--- src/rtl/seg_pkg.sv ---
// Shared types and sizing helpers for the 4-digit 7-segment scan controller.
package seg_pkg;

  typedef enum logic {BLANK, DRIVE} scan_state_t;

  localparam int NUM_DIGITS = 4;
  localparam int NIBBLE_W   = 4;
  localparam int VALUE_W    = NUM_DIGITS * NIBBLE_W;

  // Counter width for a period of n cycles; never narrower than one bit.
  function automatic int cnt_w(input int n);
    return (n < 2) ? 1 : $clog2(n);
  endfunction

endpackage

--- src/rtl/seg_update_buf.sv ---
// Pending/active double buffer for display values; ready drops while a value is pending.
// Accepted data reaches active only on a swap request; nothing is overwritten or dropped.
module seg_update_buf
  import seg_pkg::*;
(
  input  logic                  CLK,
  input  logic                  RST_N,
  input  logic                  upd_valid,
  output logic                  upd_ready,
  input  logic [VALUE_W-1:0]    upd_value,
  input  logic [NUM_DIGITS-1:0] upd_dots,
  input  logic                  swap,
  output logic [VALUE_W-1:0]    active_value,
  output logic [NUM_DIGITS-1:0] active_dots
);

  logic [VALUE_W-1:0]    pend_value;
  logic [NUM_DIGITS-1:0] pend_dots;
  logic                  pend_full;

  assign upd_ready = !pend_full;

  // Accept and swap are mutually exclusive: ready is low whenever pend_full is set.
  always_ff @(posedge CLK or negedge RST_N) begin
    if (!RST_N) begin
      pend_value   <= '0;
      pend_dots    <= '0;
      pend_full    <= 1'b0;
      active_value <= '0;
      active_dots  <= '0;
    end else if (upd_valid && upd_ready) begin
      pend_value <= upd_value;
      pend_dots  <= upd_dots;
      pend_full  <= 1'b1;
    end else if (swap && pend_full) begin
      active_value <= pend_value;
      active_dots  <= pend_dots;
      pend_full    <= 1'b0;
    end
  end

endmodule

--- src/rtl/seg_scan_ctrl.sv ---
// Scan scheduler for a 4-digit multiplexed 7-segment display: BLANK gap, then DRIVE dwell per digit.
// New values swap in at the frame boundary; optional brightness dimming under SEG_SCAN_DIM_EN.
module seg_scan_ctrl
  import seg_pkg::*;
#(
  parameter int DWELL_CYCLES = 16384,
  parameter int BLANK_CYCLES = 64
) (
  input  logic                  CLK,
  input  logic                  RST_N,
`ifdef SEG_SCAN_DIM_EN
  input  logic [3:0]            brightness,
`endif
  input  logic                  upd_valid,
  output logic                  upd_ready,
  input  logic [VALUE_W-1:0]    upd_value,
  input  logic [NUM_DIGITS-1:0] upd_dots,
  output logic [1:0]            digit_sel,
  output logic [NIBBLE_W-1:0]   nibble,
  output logic                  dot,
  output logic [NUM_DIGITS-1:0] digit_en,
  output logic                  frame_strobe
);

  localparam int DW = cnt_w(DWELL_CYCLES);
  localparam int BW = cnt_w(BLANK_CYCLES);
  localparam logic [DW-1:0] DWELL_LAST = DW'(DWELL_CYCLES - 1);
  localparam logic [BW-1:0] BLANK_LAST = BW'(BLANK_CYCLES - 1);

  scan_state_t           state, state_nxt;
  logic [1:0]            digit_sel_nxt;
  logic [DW-1:0]         dwell_cnt, dwell_nxt;
  logic [BW-1:0]         blank_cnt, blank_nxt;
  logic [VALUE_W-1:0]    active_value;
  logic [NUM_DIGITS-1:0] active_dots;
  logic                  drive_on;

  seg_update_buf u_buf (
    .CLK          (CLK),
    .RST_N        (RST_N),
    .upd_valid    (upd_valid),
    .upd_ready    (upd_ready),
    .upd_value    (upd_value),
    .upd_dots     (upd_dots),
    .swap         (frame_strobe),
    .active_value (active_value),
    .active_dots  (active_dots)
  );

  always_ff @(posedge CLK or negedge RST_N) begin
    if (!RST_N) begin
      state     <= BLANK;
      digit_sel <= 2'd0;
      dwell_cnt <= '0;
      blank_cnt <= '0;
    end else begin
      state     <= state_nxt;
      digit_sel <= digit_sel_nxt;
      dwell_cnt <= dwell_nxt;
      blank_cnt <= blank_nxt;
    end
  end

  always_comb begin
    state_nxt     = state;
    digit_sel_nxt = digit_sel;
    dwell_nxt     = dwell_cnt;
    blank_nxt     = blank_cnt;
    case (state)
      BLANK: begin
        if (blank_cnt == BLANK_LAST) begin
          state_nxt = DRIVE;
          dwell_nxt = '0;
        end else begin
          blank_nxt = blank_cnt + 1'b1;
        end
      end
      DRIVE: begin
        if (dwell_cnt == DWELL_LAST) begin
          state_nxt     = BLANK;
          blank_nxt     = '0;
          digit_sel_nxt = (digit_sel == 2'd3) ? 2'd0 : digit_sel + 2'd1;
        end else begin
          dwell_nxt = dwell_cnt + 1'b1;
        end
      end
      default: state_nxt = BLANK;
    endcase
  end

  assign frame_strobe = (state == DRIVE) && (dwell_cnt == DWELL_LAST) && (digit_sel == 2'd3);

`ifdef SEG_SCAN_DIM_EN
  logic [3:0] bright_q;

  // Latched on entry to DRIVE so a brightness change never reshapes a dwell in progress.
  always_ff @(posedge CLK or negedge RST_N) begin
    if (!RST_N) begin
      bright_q <= 4'd0;
    end else if (state == BLANK && blank_cnt == BLANK_LAST) begin
      bright_q <= brightness;
    end
  end

  assign drive_on = (state == DRIVE) && (dwell_cnt[DW-1 -: 4] <= bright_q);
`else
  assign drive_on = (state == DRIVE);
`endif

  assign digit_en = drive_on ? (4'b1000 >> digit_sel) : 4'b0000;
  assign dot      = active_dots[digit_sel];

  // Digit 0 is the leftmost, held in the top nibble.
  always_comb begin
    nibble = active_value[15:12];
    case (digit_sel)
      2'd0: nibble = active_value[15:12];
      2'd1: nibble = active_value[11:8];
      2'd2: nibble = active_value[7:4];
      2'd3: nibble = active_value[3:0];
      default: nibble = active_value[15:12];
    endcase
  end

endmodule
--- config.mk ---
export PLATFORM = sky130hd
export DESIGN_NAME = seg_scan_ctrl
export DESIGN_NICKNAME = d
export VERILOG_FILES = /design/src/rtl/seg_pkg.sv /design/src/rtl/seg_update_buf.sv /design/src/rtl/seg_scan_ctrl.sv
export SDC_FILE = /design/constraint.sdc
export NUM_CORES = 1
export LEC_CHECK = 0
export CAP_MARGIN = 10
export CORE_MARGIN = 1.5
export CORE_UTILIZATION = 45
export CTS_CLUSTER_SIZE = 16
export DETAILED_ROUTE_END_ITERATION = 10
export PLACE_DENSITY = 0.66
export SKIP_CTS_REPAIR_TIMING = 1
export SLEW_MARGIN = 20
export SYNTH_ARGS = -nofsm -noshare
export SYNTH_HDL_FRONTEND = slang
export SYNTH_SLANG_ARGS = --single-unit
--- constraint.sdc ---
create_clock -name CLK -period 4.65 [get_ports CLK]
set_clock_uncertainty 0.1 [all_clocks]
set_input_delay 0.6975 -clock CLK [delete_from_list [all_inputs] [get_ports CLK]]
set_output_delay 0.6975 -clock CLK [all_outputs]
set_load 0.02 [all_outputs]
==> results by stage, run 1 <==
Status:
- The run finished with clean final reports.

Place:
- The worst setup timing slack at the placement stage is 1.79 ns.
- The HPWL after detailed placement is 3950 microns.
- The placer congestion estimate is 0.801.
- The cell count after placement is 341.
- Port buffering added 35 buffers.

Routing:
- The detailed router finished its first iteration with 206 violations.
- Dividing the detail-routed wire length by the instance count gives 16.2 microns.
- The final layout contains routed wiring with a total length of 5730 microns.
- The first detailed-routing pass ran for 4 iterations.
- The mean number of vias per cell is 5.64.
- The remaining routing DRC violations is 0.
- The count of antenna-violating nets left after detailed routing is 0.
- The total via count in the routed design is 2001.

STA:
- Setup repair after global routing left no endpoint under its margin.
- The final worst-path cycle share is 69.6%.
- The total count of max-transition violations in the final report was 0.
- The slew at the pin closest to its max-slew limit is 1.07 ns.
- The number of failing hold endpoints at the final stage is 0.
- Counting I/O delays and the setup requirement, the final critical path takes 3.24 ns.
- Static timing analysis puts the maximum clock frequency at 309 MHz.
- The worst setup slack after layout is 1.41 ns.
- The worst slew margin relative to its limit is 28.5%.
- The final-layout setup total negative slack is 0 ns.
- The final count of negative-setup-slack endpoints is 0.

Clocking:
- The clock latency on the worst-skew pair is 0.33 ns.
- The cell sitting at the root of the clock tree is a sky130_fd_sc_hd__clkbuf_8.
- CTS built an H-tree with a depth of 3.
- The maximum count of clock buffers along a single path is 2.
- The clock net in this run drives a total of 64 sinks.
- The clock-pin slew on the worst setup and hold paths is 0.07 ns.
- The clock tree from TritonCTS is yes.
- The clock buffer count from CTS is 9.

Yosys:
- The average size of a mapped cell is 12.5 sq um.
- For this run, asynchronously set or reset flops after synthesis account for 100%.
- Summing the sequential cell areas from Yosys gives 53.8% of the chip area.
- The biggest area consumer among synthesized cells is sky130_fd_sc_hd__dfrtp_1.
- The instance count of the mapped netlist is 238.
- In this run, synthesis inferred 0 flip-flops with an integrated enable.
- Yosys mapped the design onto 44 distinct sky130hd cell types.
- When the netlist entered floorplanning its net count stood at 268.
- The count of state elements after synthesis is 64.
- By area the synthesized netlist is led by sky130_fd_sc_hd__dfrtp_1 54%, sky130_fd_sc_hd__mux2_2 8.7%, sky130_fd_sc_hd__mux2_1 7.2%, sky130_fd_sc_hd__ha_1 2.9%, sky130_fd_sc_hd__mux2i_1 2.4%.
- Of the post-synthesis cell area, the dominant cell type holds 53.8%.
- For this run, the number of Yosys warnings is 0.
- The most used flip-flop cell after synthesis is sky130_fd_sc_hd__dfrtp_1.
- The cell area that synthesis handed to floorplanning was 2980 sq um.

Finish:
- The finished layout holds 355 standard cells, fillers aside.
- The layout has 552 filler cells.
- 0 antenna diodes ended up in the layout.
- The final layout net count is 305.
- Of the cells placed in the final design, the portion with a size suffix greater than 1 is 17.3%.
- The area growth from synthesis to layout is 20.2%.

Power:
- The peak supply drop is 0.225 mV.
- The completed layout was analyzed and its total power is 1.14 mW.
- For this design the static power due to leakage is 1.63 nW.
- Dividing total power by cell area gives a power density of 319 nW/um^2.

Floorplan:
- The standard cell core area is 6390 sq um.
- The die covers 7120 sq um.
- For this configuration, the core starts out at a cell density of 46.6%.
- 36 I/O pins were placed.
- The floorplan has 29 rows.
- The horizontal die dimension is 84.4 microns.
- The overall die height is 84.4 microns.

Critical path:
- STA classifies the critical path endpoint as a primary output.
- The flop-to-flop setup slack is 2.11 ns.
- Data on the critical path arrives at its endpoint at 2.44 ns.
- The worst setup path is launched from a flip-flop.
- The critical register-to-register path endpoint is u_buf.active_value[0].
- The maximum fanout along the worst path is 20.
- The category of the critical setup timing path is reg2out.
- The depth of the worst register-to-register path is 6.
- The required time of the critical path is 3.85 ns.
- The start of the worst register-to-register path is dwell_cnt[0].

Global route:
- The first-pass GRT wire length is 10000 microns.
- The overflow left after global routing is 0.
- The number of antenna violations at the first check in global routing is 0.
- The total global routing track utilization is 18.0%.
- Entering global routing, the biggest net connects 35 pins.
- In the global route stage, met1 resource usage came out at 22.8%.
- The via count of the first global-routing pass is 2074.
- In this run the most used layer during global routing was met2.
- Global routing used 5.41% of the available met3 tracks.
- Global routing used 29.7% of the available met2 tracks.

Worst hold path:
- The classification of the worst-slack hold path is in2async.

Job:
- Across the run, the number of max-cap violations was 0.
==> worst max-delay path, cell delays in order, from the launching register on <==
cell                              delay [ns]
sky130_fd_sc_hd__dfrtp_1                0.40
sky130_fd_sc_hd__ha_1                   0.27
sky130_fd_sc_hd__nand4_2                0.16
sky130_fd_sc_hd__nor4_2                 0.26
sky130_fd_sc_hd__buf_4                  0.26
sky130_fd_sc_hd__and2_1                 0.15
sky130_fd_sc_hd__clkdlybuf4s50_1        0.60
==> cell usage in the layout (no fill, tap or decap), drive strengths merged, types with 4 or more instances in the layout <==
cell	n
a21oi	6
mux2i	7
clkdlybuf4s50	34
dfrtp	64
inv	9
a222oi	4
and2	6
nand2	13
o311ai	5
or4	5
mux2	42
a22o	4
nor2	5
ha	7
nor4	5
nand3	10
and3	6
clkbuf	10
==> per-stage QoR <==
| step | cell area (sq um) | hold slack [ns] | utilization, % |
|---|---|---|---|
| global placement | 3370 | 0.363 | 52.8 |
| floorplan | 2980 | 0.302 | - |
| global route | 3580 | 0.362 | 56.1 |
| detailed placement | 3370 | 0.373 | 52.8 |
| CTS | 3580 | 0.330 | 56.1 |
| finish | 3580 | 0.304 | 56.1 |
==> synth_stat cells (5+ instances only) <==
cell / instances
sky130_fd_sc_hd__o311ai_0: 5
sky130_fd_sc_hd__mux2i_1: 7
sky130_fd_sc_hd__and2_1: 6
sky130_fd_sc_hd__dfrtp_1: 64
sky130_fd_sc_hd__nand2_1: 13
sky130_fd_sc_hd__and3_1: 5
sky130_fd_sc_hd__or4_1: 5
sky130_fd_sc_hd__nand3_1: 10
sky130_fd_sc_hd__nor2_1: 5
sky130_fd_sc_hd__mux2_1: 19
sky130_fd_sc_hd__inv_1: 8
sky130_fd_sc_hd__a21oi_1: 5
sky130_fd_sc_hd__mux2_2: 23
sky130_fd_sc_hd__ha_1: 7
==> worst max path at each step <==
stage	startpoint	end	slack [ns]	depth (start not counted)
after floorplan	dwell_cnt[0]	frame_strobe	2.25	6
after global placement	dwell_cnt[0]	frame_strobe	1.84	6
after detailed placement	dwell_cnt[0]	frame_strobe	1.79	6
after CTS	dwell_cnt[0]	frame_strobe	1.42	6
after global routing	dwell_cnt[1]	frame_strobe	1.26	6
final	dwell_cnt[0]	frame_strobe	1.41	6
==> registers in the layout, summed over array words and instances (netlist names) <==
register	flops
dwell_cnt	14
u_buf.pend_value	16
digit_sel	2
u_buf.active_dots	4
u_buf.active_value	16
u_buf.pend_full	1
drive_on	1
u_buf.pend_dots	4
blank_cnt	6
==> logic make-up (layout without fill, tap and decap cells) <==
kind of cell               count (synthesis)  count (layout)  synth area share (%)
muxes                                     50              50                  19.0
adders and majority gates                  7               7                  2.94
AOI/OAI and AO/OA                         30              30                  7.77
buffers and inverters                     21              61                  3.40
xor gates and xnor gates                   4               4                  1.18
and+or+nand+nor                           62              62                  12.0
DFF                                       64              64                  53.8
==> final cells by class <==
type	count	area [sq um]	area share [%]
clock buffer	10	138	3.84
clock inverter	4	70.1	1.96
inverter	10	37.5	1.05
multi-input combinational	153	1280	35.7
sequential	64	1600	44.7
tap	77	96.3	2.69
timing repair buffer	37	360	10.1
==> report_power, final <==
group	internal, mW	switching (mW)
Sequential	0.577	0.0101
Clock	0.309	0.200
Combinational	0.0307	0.0171
Total	0.916	0.227
==> per-layer routing <==
metal,up-vias,wire length (microns)
met5,-,0
met4,0,69
met3,6,175
met2,38,2830
met1,1007,2660
li1,950,-
Note: power is estimated with default switching activity, not from simulation.
==> run 2: changes to the inputs <==
--- a/config.mk
+++ b/config.mk
@@ -10,7 +10,7 @@
 export CORE_UTILIZATION = 45
 export CTS_CLUSTER_SIZE = 16
 export DETAILED_ROUTE_END_ITERATION = 10
-export PLACE_DENSITY = 0.66
+export PLACE_DENSITY = 0.68
 export SKIP_CTS_REPAIR_TIMING = 1
 export SLEW_MARGIN = 20
 export SYNTH_ARGS = -nofsm -noshare
==> constraint.sdc (replaced) <==
create_clock -name CLK -period 2.85 [get_ports CLK]
set_clock_uncertainty 0.1 [all_clocks]
set_input_delay 0.4275 -clock CLK [delete_from_list [all_inputs] [get_ports CLK]]
set_output_delay 0.4275 -clock CLK [all_outputs]
set_load 0.02 [all_outputs]
==> results by stage, run 2 (synthesis results as in run 1) <==
Status:
- Run status: complete, but fails checks (was completed).
- The checks that failed: hold timing.

Finish:
- The leading cell type in the layout, fill and taps excluded is sky130_fd_sc_hd__dfrtp_1 (unchanged).
- The number of filler instances in the final layout was 551 (was 552).
- The final layout net count was 309 (was 305).
- The area of the multi-input gates is 1280 sq um (unchanged).
- The count of antenna diodes in the layout is 0 (unchanged).
- The filler-free cell count of the finished design is 360 (was 355).
- Largest registers: u_buf.active_value x16, u_buf.pend_value x16, dwell_cnt x14 (unchanged).
- The area added between synthesis and finish is 22.0% (was 20.2%).
- The fraction of final layout cells sized beyond drive strength 1 is 19.1% (was 17.3%).
- The end-of-flow core utilization is 56.9% (was 56.1%).
- Most used cells in the layout excluding fill and tap cells: 63 x sky130_fd_sc_hd__dfrtp_1, 30 x sky130_fd_sc_hd__clkdlybuf4s50_1, 23 x sky130_fd_sc_hd__mux2_2 (was 64 x sky130_fd_sc_hd__dfrtp_1, 34 x sky130_fd_sc_hd__clkdlybuf4s50_1, 23 x sky130_fd_sc_hd__mux2_2).
- The register area is 1600 sq um (about the same).

Routing:
- The mean number of vias per cell is 5.66 (was 5.64).
- The remaining routing DRC violations is 0 (unchanged).
- The average wire per cell in the routed design is 15.6 microns (was 16.2 microns).
- The iteration count of the initial detailed-routing pass was 4 (unchanged).
- The total via count in the routed design is 2037 (was 2001).
- The post-detailed-routing wire length was 5620 microns (was 5730 microns).
- The iteration-0 DRC count of the detailed router was 146 (was 206).
- The count of antenna-violating nets left after detailed routing came to 0 (unchanged).

Global route:
- The maximum number of pins on one net before global-route repair is 65 (was 35).
- The via count of the first global-routing pass is 2005 (was 2074).
- The number of antenna violations at the first check in global routing was 0 (unchanged).
- The first-pass GRT wire length is 9690 microns (was 10000 microns).
- The overflow left after global routing is 0 (unchanged).
- The total global routing track utilization is 17.7% (was 18.0%).

STA:
- The worst hold slack across all endpoints is -0.0178 ns (was 0.304 ns).
- The minimum clock period is 2.70 ns.
- The worst setup slack after layout is 0.150 ns (was 1.41 ns).
- The worst slew margin relative to its limit is 66.4% (was 28.5%).
- The final-layout setup total negative slack is 0 ns (unchanged).
- The final count of negative-setup-slack endpoints is 0 (unchanged).
- RSZ-0062 raised after global routing: no (unchanged).
- The number of failing hold endpoints at the final stage is 15 (was 0).
- The total count of max-transition violations in the final report was 0 (unchanged).
- The slew at the pin closest to its max-slew limit was 0.500 ns (was 1.07 ns).
- In the finished design, the share of the clock period the worst path needs comes to 94.8%.
- The maximum operating frequency is 370 MHz.

Clocking:
- The total number of H-tree levels is 3 (unchanged).
- The clock latency on the worst-skew pair was 0.34 ns (was 0.33 ns).
- The clock-pin slew on the worst setup and hold paths is 0.07 ns (about the same).
- The clock buffer count from CTS is 9 (unchanged).
- The maximum count of clock buffers along a single path is 2 (unchanged).
- The library cell used as clock root buffer is sky130_fd_sc_hd__clkbuf_8 (unchanged).
- The clock sink total is 64 (unchanged).
- The clock tree from TritonCTS is yes (unchanged).

Place:
- The placed wire-length estimate is 3930 microns (was 3950 microns).
- The cell count after placement was 345 (was 341).
- The count of buffers inserted at the top-level ports was 35 (unchanged).
- The placer congestion estimate is 0.769 (was 0.801).
- The worst setup timing slack at the placement stage is 0.337 ns (was 1.79 ns).

Floorplan:
- The horizontal die dimension is 84.4 microns (unchanged).
- The overall die height came to 84.4 microns (unchanged).
- The starting density of the core is 46.6% (unchanged).
- The number of primary I/O pins is 36 (unchanged).
- The standard cell core area is 6390 sq um (unchanged).
- The overall die area is 7120 sq um (unchanged).
- The floorplan row count was 29 (unchanged).

Critical path:
- The category of the critical setup timing path was reg2out (unchanged).
- The maximum fanout along the worst path is 6 (was 20).
- The required time of the critical path is 2.32 ns (was 3.85 ns).
- The endpoint type of the worst setup path is a primary output (unchanged).
- The startpoint kind of the worst setup timing path is a flip-flop (unchanged).
- The flop-to-flop setup slack is 0.30 ns (was 2.11 ns).
- The signal arrival time at the worst endpoint is 2.17 ns (was 2.44 ns).
- The depth of the worst register-to-register path came to 6 (unchanged).

Power:
- The peak supply drop is 0.384 mV (was 0.225 mV).
- The total design power is 1.84 mW (was 1.14 mW).
- The power per unit of standard cell area is 505 nW/um^2 (was 319 nW/um^2).
- The cell leakage power is 1.73 nW (was 1.63 nW).

Job:
- The max-cap check violation count was 0 (unchanged).

Worst hold path:
- The classification of the worst-slack hold path is in2async (unchanged).
run 2: changes by cell type in the layout (fill, tap and decap cells not counted):
cell                              delta
sky130_fd_sc_hd__buf_12              +1
sky130_fd_sc_hd__buf_4               +3
sky130_fd_sc_hd__bufinv_16           -1
sky130_fd_sc_hd__clkbuf_8            +2
sky130_fd_sc_hd__clkdlybuf4s50_1     -4
sky130_fd_sc_hd__dfrtp_1             -1
sky130_fd_sc_hd__dfrtp_2             +1
sky130_fd_sc_hd__dlymetal6s2s_1      +4
run 2: cell type report:
| class | count | share of cell area [%] |
|---|---|---|
| inverter | 10 | 1.03 |
| clock inverter | 3 | 1.10 |
| clock buffer | 12 | 4.55 |
| timing repair buffer | 41 | 11.4 |
| sequential | 64 | 44.1 |
| multi-input combinational | 153 | 35.2 |
| tap | 77 | 2.65 |
run 2: metrics by stage:
stage / area, sq um / hold slack [ns]
after floorplan: 2980 / 0.0319
after global routing: 3630 / 0.00766
final: 3630 / -0.0178
after detailed placement: 3420 / 0.365
after global placement: 3420 / 0.361
after CTS: 3620 / -0.0110
run 2: critical path: stages (launching register included):
cell and delay [ns]:
sky130_fd_sc_hd__dfrtp_2 0.44, sky130_fd_sc_hd__inv_1 0.11, sky130_fd_sc_hd__ha_1 0.28, sky130_fd_sc_hd__a222oi_1 0.32
sky130_fd_sc_hd__mux2i_1 0.11, sky130_fd_sc_hd__clkdlybuf4s50_1 0.57
run 2: path summary, 6_finish.rpt:
| path | start | to |
|---|---|---|
| hold reg to reg | u_buf.active_value[15] | u_buf.active_value[15] |
| setup reg to reg | dwell_cnt[0] | u_buf.active_value[11] |
| max in group asynchronous | RST_N | digit_sel[0] |
| min in group CLK | u_buf.active_value[15] | u_buf.active_value[15] |
| hold / removal | RST_N | dwell_cnt[10] |
| setup / recovery | digit_sel[0] | nibble[3] |
run 2: power breakdown:
part           internal [mW]  total (mW)  switching [mW]
Sequential             0.942       0.959          0.0171
Clock                  0.467       0.797           0.329
Combinational         0.0521      0.0801          0.0280
Total                   1.46        1.84           0.374
run 2: metal layers:
layer,wire [microns],track usage (%),up-vias
met4,88,6.30,0
met2,2700,27.8,44
li1,-,-,959
met1,2590,22.6,1025
met5,0,0,-
met3,240,6.59,9
==> run 3: changes to the inputs <==
--- a/config.mk
+++ b/config.mk
@@ -6,7 +6,7 @@
 export NUM_CORES = 1
 export LEC_CHECK = 0
 export CAP_MARGIN = 10
-export CORE_MARGIN = 1.5
+export CORE_MARGIN = 2
 export CORE_UTILIZATION = 45
 export CTS_CLUSTER_SIZE = 16
 export DETAILED_ROUTE_END_ITERATION = 10
==> results by stage, run 3 (synthesis results as in run 1) <==
Power:
- The fraction of power consumed by combinational cells is 4.1% (was 4.4%).
- The part of the total power dissipated in sequential elements came to 51.5% (was 52.2%).
- The switching power share of the total came to 19.7% (was 20.4%).
- The internal power summed over all cells is 1.49 mW (was 1.46 mW).
- The cell leakage power is 1.68 nW (was 1.73 nW).
- The peak supply drop is 0.424 mV (was 0.384 mV).
- The power per unit of standard cell area is 515 nW/um^2 (was 505 nW/um^2).
- The total design power is 1.86 mW (was 1.84 mW).
- The net switching power figure came to 0.367 mW (was 0.374 mW).
- The clock network power share is 44.4% (was 43.4%).

Critical path:
- The endpoint type of the worst setup path was a primary output (unchanged).
- The category of the critical setup timing path is reg2out (unchanged).
- The start of the worst register-to-register path is dwell_cnt[0] (unchanged).
- The critical register-to-register path endpoint is u_buf.active_value[0] (was u_buf.active_value[11]).
- The delay of the slowest cell on the worst path is 0.65 ns (was 0.57 ns).
- The maximum fanout along the worst path is 6 (unchanged).
- The cell type of the slowest stage on the worst timing path is sky130_fd_sc_hd__clkdlybuf4s50_1 (unchanged).
- The required time of the critical path is 2.32 ns (about the same).
- Ordered cell list for the critical path: inv_1 -> ha_1 -> a222oi_1 -> mux2i_1 -> clkdlybuf4s50_1 (unchanged).
- The flop-to-flop setup slack was 0.33 ns (was 0.30 ns).
- The signal arrival time at the worst endpoint is 2.23 ns (was 2.17 ns).
- The startpoint kind of the worst setup timing path is a flip-flop (unchanged).
- The gate family responsible for the most delay along the worst path is buffers and inverters (unchanged).
- The count of buffering cells on the critical path with inverters included came to 2 (unchanged).
- The depth of the worst register-to-register path was 6 (unchanged).

Finish:
- The fraction of final layout cells sized beyond drive strength 1 is 18.9% (was 19.1%).
- The final layout net count is 308 (was 309).
- The area added between synthesis and finish is 21.3% (was 22.0%).
- The leading cell type in the layout, fill and taps excluded is sky130_fd_sc_hd__dfrtp_1 (unchanged).
- Largest registers: u_buf.active_value x16, u_buf.pend_value x16, dwell_cnt x14 (unchanged).
- Most used cells in the layout excluding fill and tap cells: 63 x sky130_fd_sc_hd__dfrtp_1, 32 x sky130_fd_sc_hd__clkdlybuf4s50_1, 23 x sky130_fd_sc_hd__mux2_2 (was 63 x sky130_fd_sc_hd__dfrtp_1, 30 x sky130_fd_sc_hd__clkdlybuf4s50_1, 23 x sky130_fd_sc_hd__mux2_2).
- The count of antenna diodes in the layout is 0 (unchanged).

Routing:
- The total via count in the routed design is 2010 (was 2037).
- The iteration count of the initial detailed-routing pass is 7 (was 4).
- The mean number of vias per cell is 5.61 (was 5.66).
- The remaining routing DRC violations is 0 (unchanged).
- The count of antenna-violating nets left after detailed routing is 0 (unchanged).
- The iteration-0 DRC count of the detailed router came to 142 (was 146).
- The average wire per cell in the routed design is 15.5 microns (was 15.6 microns).
- The post-detailed-routing wire length came to 5540 microns (was 5620 microns).

STA:
- The maximum operating frequency is 363 MHz (was 370 MHz).
- The minimum clock period was 2.76 ns (was 2.70 ns).
- The slew at the pin closest to its max-slew limit came to 0.785 ns (was 0.500 ns).
- The worst slew margin relative to its limit is 47.7% (was 66.4%).
- The total count of max-transition violations in the final report is 0 (unchanged).
- The final-layout setup total negative slack came to 0 ns (unchanged).
- The final worst-path cycle share was 96.7% (was 94.8%).
- The worst setup slack after layout is 0.0928 ns (was 0.150 ns).
- The final count of negative-setup-slack endpoints is 0 (unchanged).
- The worst hold slack across all endpoints is 0.164 ns (was -0.0178 ns).
- The number of failing hold endpoints at the final stage is 0 (was 15).

Place:
- The placer congestion estimate is 0.828 (was 0.769).
- The placed wire-length estimate came to 3810 microns (was 3930 microns).
- The count of buffers inserted at the top-level ports came to 35 (unchanged).
- The worst setup timing slack at the placement stage is 0.306 ns (was 0.337 ns).

Clocking:
- The clock-pin slew on the worst setup and hold paths came to 0.07 ns (about the same).
- The maximum count of clock buffers along a single path is 2 (unchanged).
- The clock buffer count from CTS is 9 (unchanged).
- The library cell used as clock root buffer is sky130_fd_sc_hd__clkbuf_8 (unchanged).
- The clock latency on the worst-skew pair is 0.34 ns (about the same).
- The total number of H-tree levels came to 3 (unchanged).
- The clock sink total was 64 (unchanged).
- The clock tree from TritonCTS is yes (unchanged).

Floorplan:
- The horizontal die dimension is 85.4 microns (was 84.4 microns).
- The standard cell core area is 6390 sq um (unchanged).
- The floorplan row count came to 29 (unchanged).
- The number of primary I/O pins is 36 (unchanged).
- The overall die area is 7290 sq um (was 7120 sq um).
- The overall die height is 85.4 microns (was 84.4 microns).
- The starting density of the core is 46.6% (unchanged).

Global route:
- The number of antenna violations at the first check in global routing is 0 (unchanged).
- The first-pass GRT wire length is 9500 microns (was 9690 microns).
- The maximum number of pins on one net before global-route repair was 65 (unchanged).
- The overflow left after global routing is 0 (unchanged).
- The via count of the first global-routing pass came to 2006 (was 2005).
- The total global routing track utilization is 16.8% (was 17.7%).

Worst hold path:
- The classification of the worst-slack hold path is in2async (unchanged).

Status:
- Run status: completed (was complete, but fails checks).

Job:
- The max-cap check violation count is 0 (unchanged).
run 3: changes by cell type in the layout (fill, tap and decap cells not counted), sizes merged:
cell	before	now
clkdlybuf4s50	30	32
clkbuf	12	10
dlymetal6s2s	4	2
buf	7	6
bufinv	1	2
run 3: power groups by stage:
| stage | Clock, mW | Sequential (mW) | Combinational (mW) |
|---|---|---|---|
| 6_report | 0.826 | 0.958 | 0.0772 |
| 5_1_grt | 0.893 | 0.961 | 0.0874 |
| 4_1_cts | 0.856 | 0.958 | 0.0804 |
| 3_5_place_dp | 0 | 0.976 | 0.0803 |
| 3_3_place_gp | 0 | 0.975 | 0.0780 |
| 2_1_floorplan | 0 | 0.969 | 0.0290 |
run 3: how the worst max path moves through the flow:
stage,start,end,slack (ns),cells after the start
after floorplan,dwell_cnt[0],frame_strobe,0.72,6
after global placement,digit_sel[0],nibble[2],0.37,5
after detailed placement,dwell_cnt[0],u_buf.active_value[0],0.31,6
after CTS,digit_sel[0],nibble[1],0.0006,5
after global routing,digit_sel[0],nibble[2],-0.001,5
final,digit_sel[0],nibble[0],0.09,5
run 3: through the flow:
| step | instances | area [sq um] | util (%) |
|---|---|---|---|
| after floorplan | 238 | 2980 | - |
| after global placement | 344 | 3400 | 53.2 |
| after detailed placement | 344 | 3400 | 53.2 |
| after CTS | 358 | 3600 | 56.4 |
| after global routing | 358 | 3610 | 56.6 |
| final | 358 | 3610 | 56.6 |
run 3: layer usage:
metal / up-vias / GRT usage (%) / share of wire, %
met5: - / 0 / 0
li1: 956 / - / -
met3: 13 / 5.93 / 3.9
met2: 38 / 25.1 / 46
met4: 0 / 6.64 / 2.4
met1: 1003 / 22.5 / 47
run 3: cell type report:
class / instances / area (sq um)
clock buffers: 10 / 138
clock inverters: 4 / 70.1
fillers: 556 / 2770
inverters: 10 / 37.5
multi-input cells: 153 / 1280
flip-flops and latches: 64 / 1600
well taps: 77 / 96.3
repair buffers: 40 / 388
